`src/rtl/uart_rx_sampler.sv`:
```
// 8N1 UART receiver with 16x oversampling: start bit checked at mid-bit, data at mid-bit.
// Byte appears one cycle after the stop-bit sample; no backpressure, o_rx_done is a single-cycle strobe.
module uart_rx_sampler #(
  parameter int NB_DATA    = 8,
  parameter int N_SB_TICK  = 16,
  parameter int N_TICK_BIT = 16
) (
  input  logic               i_clk,
  input  logic               i_reset,
  input  logic               i_rx,
  input  logic               i_tick,
  output logic [NB_DATA-1:0] o_data,
  output logic               o_rx_done,
  output logic               o_frame_error
);

  localparam int BW = (NB_DATA > 1) ? $clog2(NB_DATA) : 1;
  localparam logic [3:0]    START_MID = 4'd7;
  localparam logic [3:0]    BIT_LAST  = 4'(N_TICK_BIT - 1);
  localparam logic [3:0]    STOP_LAST = 4'(N_SB_TICK - 1);
  localparam logic [BW-1:0] CNT_LAST  = BW'(NB_DATA - 1);

  typedef enum logic [1:0] {S_IDLE, S_START, S_DATA, S_STOP} state_t;

  state_t             state_q, state_d;
  logic               rx_meta_q, rx_s_q;
  logic [3:0]         tick_cnt_q, tick_cnt_d;
  logic [BW-1:0]      bit_cnt_q, bit_cnt_d;
  logic [NB_DATA-1:0] shift_q, shift_d;
  logic [NB_DATA-1:0] data_q, data_d;
  logic               done_q, done_d;
  logic               ferr_q, ferr_d;

  // Synchronizer resets to the idle line level so reset release never looks like a start bit.
  always_ff @(posedge i_clk or posedge i_reset) begin
    if (i_reset) begin
      rx_meta_q <= 1'b1;
      rx_s_q    <= 1'b1;
    end else begin
      rx_meta_q <= i_rx;
      rx_s_q    <= rx_meta_q;
    end
  end

  always_ff @(posedge i_clk or posedge i_reset) begin
    if (i_reset) begin
      state_q    <= S_IDLE;
      tick_cnt_q <= '0;
      bit_cnt_q  <= '0;
      shift_q    <= '0;
      data_q     <= '0;
      done_q     <= 1'b0;
      ferr_q     <= 1'b0;
    end else begin
      state_q    <= state_d;
      tick_cnt_q <= tick_cnt_d;
      bit_cnt_q  <= bit_cnt_d;
      shift_q    <= shift_d;
      data_q     <= data_d;
      done_q     <= done_d;
      ferr_q     <= ferr_d;
    end
  end

  always_comb begin
    state_d    = state_q;
    tick_cnt_d = tick_cnt_q;
    bit_cnt_d  = bit_cnt_q;
    shift_d    = shift_q;
    data_d     = data_q;
    done_d     = 1'b0;
    ferr_d     = 1'b0;
    case (state_q)
      S_IDLE: begin
        // Start detection ignores i_tick; a coincident tick is deliberately not counted.
        if (!rx_s_q) begin
          state_d    = S_START;
          tick_cnt_d = '0;
        end
      end
      S_START: begin
        if (i_tick) begin
          if (tick_cnt_q == START_MID) begin
            if (!rx_s_q) begin
              state_d    = S_DATA;
              tick_cnt_d = '0;
              bit_cnt_d  = '0;
            end else begin
              state_d = S_IDLE;
            end
          end else begin
            tick_cnt_d = tick_cnt_q + 4'd1;
          end
        end
      end
      S_DATA: begin
        if (i_tick) begin
          if (tick_cnt_q == BIT_LAST) begin
            shift_d    = {rx_s_q, shift_q[NB_DATA-1:1]};
            tick_cnt_d = '0;
            if (bit_cnt_q == CNT_LAST) state_d = S_STOP;
            else                       bit_cnt_d = bit_cnt_q + BW'(1);
          end else begin
            tick_cnt_d = tick_cnt_q + 4'd1;
          end
        end
      end
      S_STOP: begin
        if (i_tick) begin
          if (tick_cnt_q == STOP_LAST) begin
            state_d = S_IDLE;
            if (rx_s_q) begin
              data_d = shift_q;
              done_d = 1'b1;
            end else begin
              ferr_d = 1'b1;
            end
          end else begin
            tick_cnt_d = tick_cnt_q + 4'd1;
          end
        end
      end
      default: state_d = S_IDLE;
    endcase
  end

  assign o_data        = data_q;
  assign o_rx_done     = done_q;
  assign o_frame_error = ferr_q;

endmodule
```
`config.mk`:
```
export PLATFORM = sky130hd
export DESIGN_NAME = uart_rx_sampler
export DESIGN_NICKNAME = d
export VERILOG_FILES = /design/src/rtl/uart_rx_sampler.sv
export SDC_FILE = /design/constraint.sdc
export NUM_CORES = 1
export LEC_CHECK = 0
export CORE_ASPECT_RATIO = 0.9
export CORE_MARGIN = 2
export CORE_UTILIZATION = 48
export DETAILED_ROUTE_END_ITERATION = 10
export GPL_TIMING_DRIVEN = 0
export PLACE_DENSITY = 0.76
export SYNTH_ARGS = -nofsm -noshare
export SYNTH_HDL_FRONTEND = slang
export SYNTH_SLANG_ARGS = --single-unit
```
`constraint.sdc`:
```
create_clock -name i_clk -period 2.3 [get_ports i_clk]
set_input_delay 0.23 -clock i_clk [delete_from_list [all_inputs] [get_ports i_clk]]
set_output_delay 0.23 -clock i_clk [all_outputs]
set_load 0.01 [all_outputs]
```
==> results.toml <==
[run_status]
outcome = "complete, no violations"

[routing]
postRouteAntennaNets = 0
drt-total-wl_um = 2148
routedWlPerCell_um = 14.13
dr.pass1.iters = 4
drc = 0
num_vias = 851
viasPerCell = 5.599
drt_iter0_drc = 18

[setup_path]
cp.required_ns = 2.52
cp_data_arrival_time_ns = 2.04
reg2reg_depth = 5
cp_max_fo = 5
crit_type = "reg2reg"
cp-startpoint = "tick_cnt_q[0]$_DFFE_PP0P_"
rr_startpoint = "tick_cnt_q[0]$_DFFE_PP0P_"
end_kind = "register"
rr_endpoint = "bit_cnt_q[1]$_DFFE_PP0P_"
setup.worst_path.start_class = "register"
r2r_setup_slack_ns = 0.47
crit_path_end = "bit_cnt_q[1]$_DFFE_PP0P_"

[logic_synthesis]
yosysWarningCount = 0
synth_top_flop_cell = "dfrtp_1"
seq_area_frac_synth_pct = 56.40
syn_inst = 103
synth_area_leaders = "dfrtp_1 52%, mux2_2 16%, dfstp_2 4.1%"
yosys-top-cells-count = "27 x dfrtp_1, 18 x mux2_2, 6 x nor2_1"
synth_top_area_share_pct = 52.33
synthDistinctLibCells = 32
synth_seq_cells = 29
synth_nets = 110
syn_area_per_cell_um2 = 12.54
yosys.area.top_type = "dfrtp_1"
synthArstFlopShare_pct = 100.0
synth_area_um2 = 1291
synth_edf_count = 0
yosysMostFrequentCell = "dfrtp_1"

[timing]
worst_pin_slew_ns = 1.056
min_period_ns = 1.826
max_freq_mhz = 547.7
maxSlewHeadroom_pct = 29.50
drv_slew = 0
fin_hold_ws_ns = 0.3160
rsz0062_at_grt = "false"
hold_viol_final = 0
fin_ws_ns = 0.4741
skew_ns = 0.01482
final.period_utilization_pct = 79.39
setup_violations = 0
setup-tns-final_ns = 0

[power_and_ir_drop]
power_density_nw_per_um2 = 843.2
power_mw = 1.278
p_leak_nw = 0.7469
ir_drop_mv = 0.4003

[finish]
antenna_cells = 0
final_core_util_pct = 60.37
drive_gt1_share_pct = 27.42
final_nets = 130
fillers = 215
syn_to_final_growth_pct = 17.34

[floorplan]
dieWidth_um = 58.67
rows = 17
dieArea_um2 = 3122
start_util_pct = 51.45
core_um2 = 2510
io_pins = 14
fp.dieH_um = 53.21

[global_route]
grt_pass1_wl_um = 3767
grt_pass1_vias = 895
grt_max_degree = 30
groute.usage.overall_pct = 16.89
grt_overflow = 0
antenna_found_initial = 0

[clocking]
cts_max_level = 2
tritoncts = "yes"
cts_root_buf = "clkbuf_4"
cts_resized = 0
ctsLongestPathBuffers = 2
cts_num_sinks = 29
post_cts_buffers = 0
clk_pin_slew_ns = 0.09
hold_buffers = 0
clkLatencyLatePin_ns = 0.32
cts_buffers = 5

[min_path]
hp-class = "in2reg"
hold_depth = 1

[placement]
place.gp.congestion = 0.8492
port_buffers = 13
place_hpwl_um = 1544
dp_slack_ns = 0.2087

[job]
maxCapViolations = 0
## flip-flops by register name (all words and copies together) (netlist names), named ones only
name and cells:
o_data 8, bit_cnt_q 3, o_frame_error 1, tick_cnt_q 4, o_rx_done 1, shift_q 8, rx_s_q 1, rx_meta_q 1
state_q 1
## metrics by stage
| step | instances | area (um2) |
|---|---|---|
| after global placement | 144 | 1456 |
| after floorplan | 103 | 1291 |
| after global routing | 152 | 1515 |
| final | 152 | 1515 |
| after detailed placement | 144 | 1456 |
| after CTS | 152 | 1515 |
## logic make-up (layout without fill, tap and decap cells)
family / Yosys count / after routing / synth area share, %
DFF: 29 / 29 / 56.40
and+or+nand+nor: 25 / 25 / 11.53
muxes: 19 / 19 / 16.47
AOI/OAI and AO/OA: 18 / 18 / 9.400
buffers and inverters: 8 / 29 / 2.615
adders and majority gates: 3 / 3 / 2.907
xor gates and xnor gates: 1 / 1 / 0.6784
## worst max-delay path, cell delays in order, from the launching register on
cell and delay, ns:
dfrtp_1 0.41, ha_1 0.27, nand4_1 0.20, nor3_1 0.06, o21ai_0 0.40, mux2_2 0.39
## how the worst min path moves through the flow
| stage | from | to |
|---|---|---|
| after global routing | i_rx | rx_meta_q$_DFF_PP1_ |
| after floorplan | i_rx | rx_meta_q$_DFF_PP1_ |
| after CTS | i_rx | rx_meta_q$_DFF_PP1_ |
| after global placement | rx_meta_q$_DFF_PP1_ | rx_s_q$_DFF_PP1_ |
| after detailed placement | rx_meta_q$_DFF_PP1_ | rx_s_q$_DFF_PP1_ |
| final | i_rx | rx_meta_q$_DFF_PP1_ |
## area by class of cell
type	count	area, um2	area share, %
plain buffers	3	15.01	0.9909
clock buffers	8	58.81	3.881
inverters	5	18.77	1.239
multi-input cells	66	529.3	34.93
flip-flops and latches	29	728.2	48.06
well taps	28	35.03	2.312
repair buffers	13	130.1	8.588
## layout by cell type (no fill, tap or decap), types with 2 or more instances in the layout
cell	n
clkdlybuf4s50_1	13
inv_1	4
a21oi_1	3
mux2_2	18
dfstp_2	2
and3_1	2
dfrtp_1	27
clkbuf_1	2
ha_1	3
clkbuf_4	5
nor3_1	3
nand2_1	4
o21ai_0	4
a21o_1	2
buf_2	3
nor2_1	6
a22o_1	3
nand4_1	2
## metal layers
layer	GRT usage [%]	vias up	routed length (um)
met3	5.623	7	89
met2	27.15	17	1038
li1	-	410	-
met5	0	-	0
met1	19.56	417	970
met4	10.23	0	49
## report_power, final
group / internal, mW / switching [mW] / total, mW
clock network: 0.151 / 0.161 / 0.312
registers: 0.568 / 0.0583 / 0.627
logic: 0.140 / 0.199 / 0.339
Note: power is estimated with default switching activity, not from simulation.
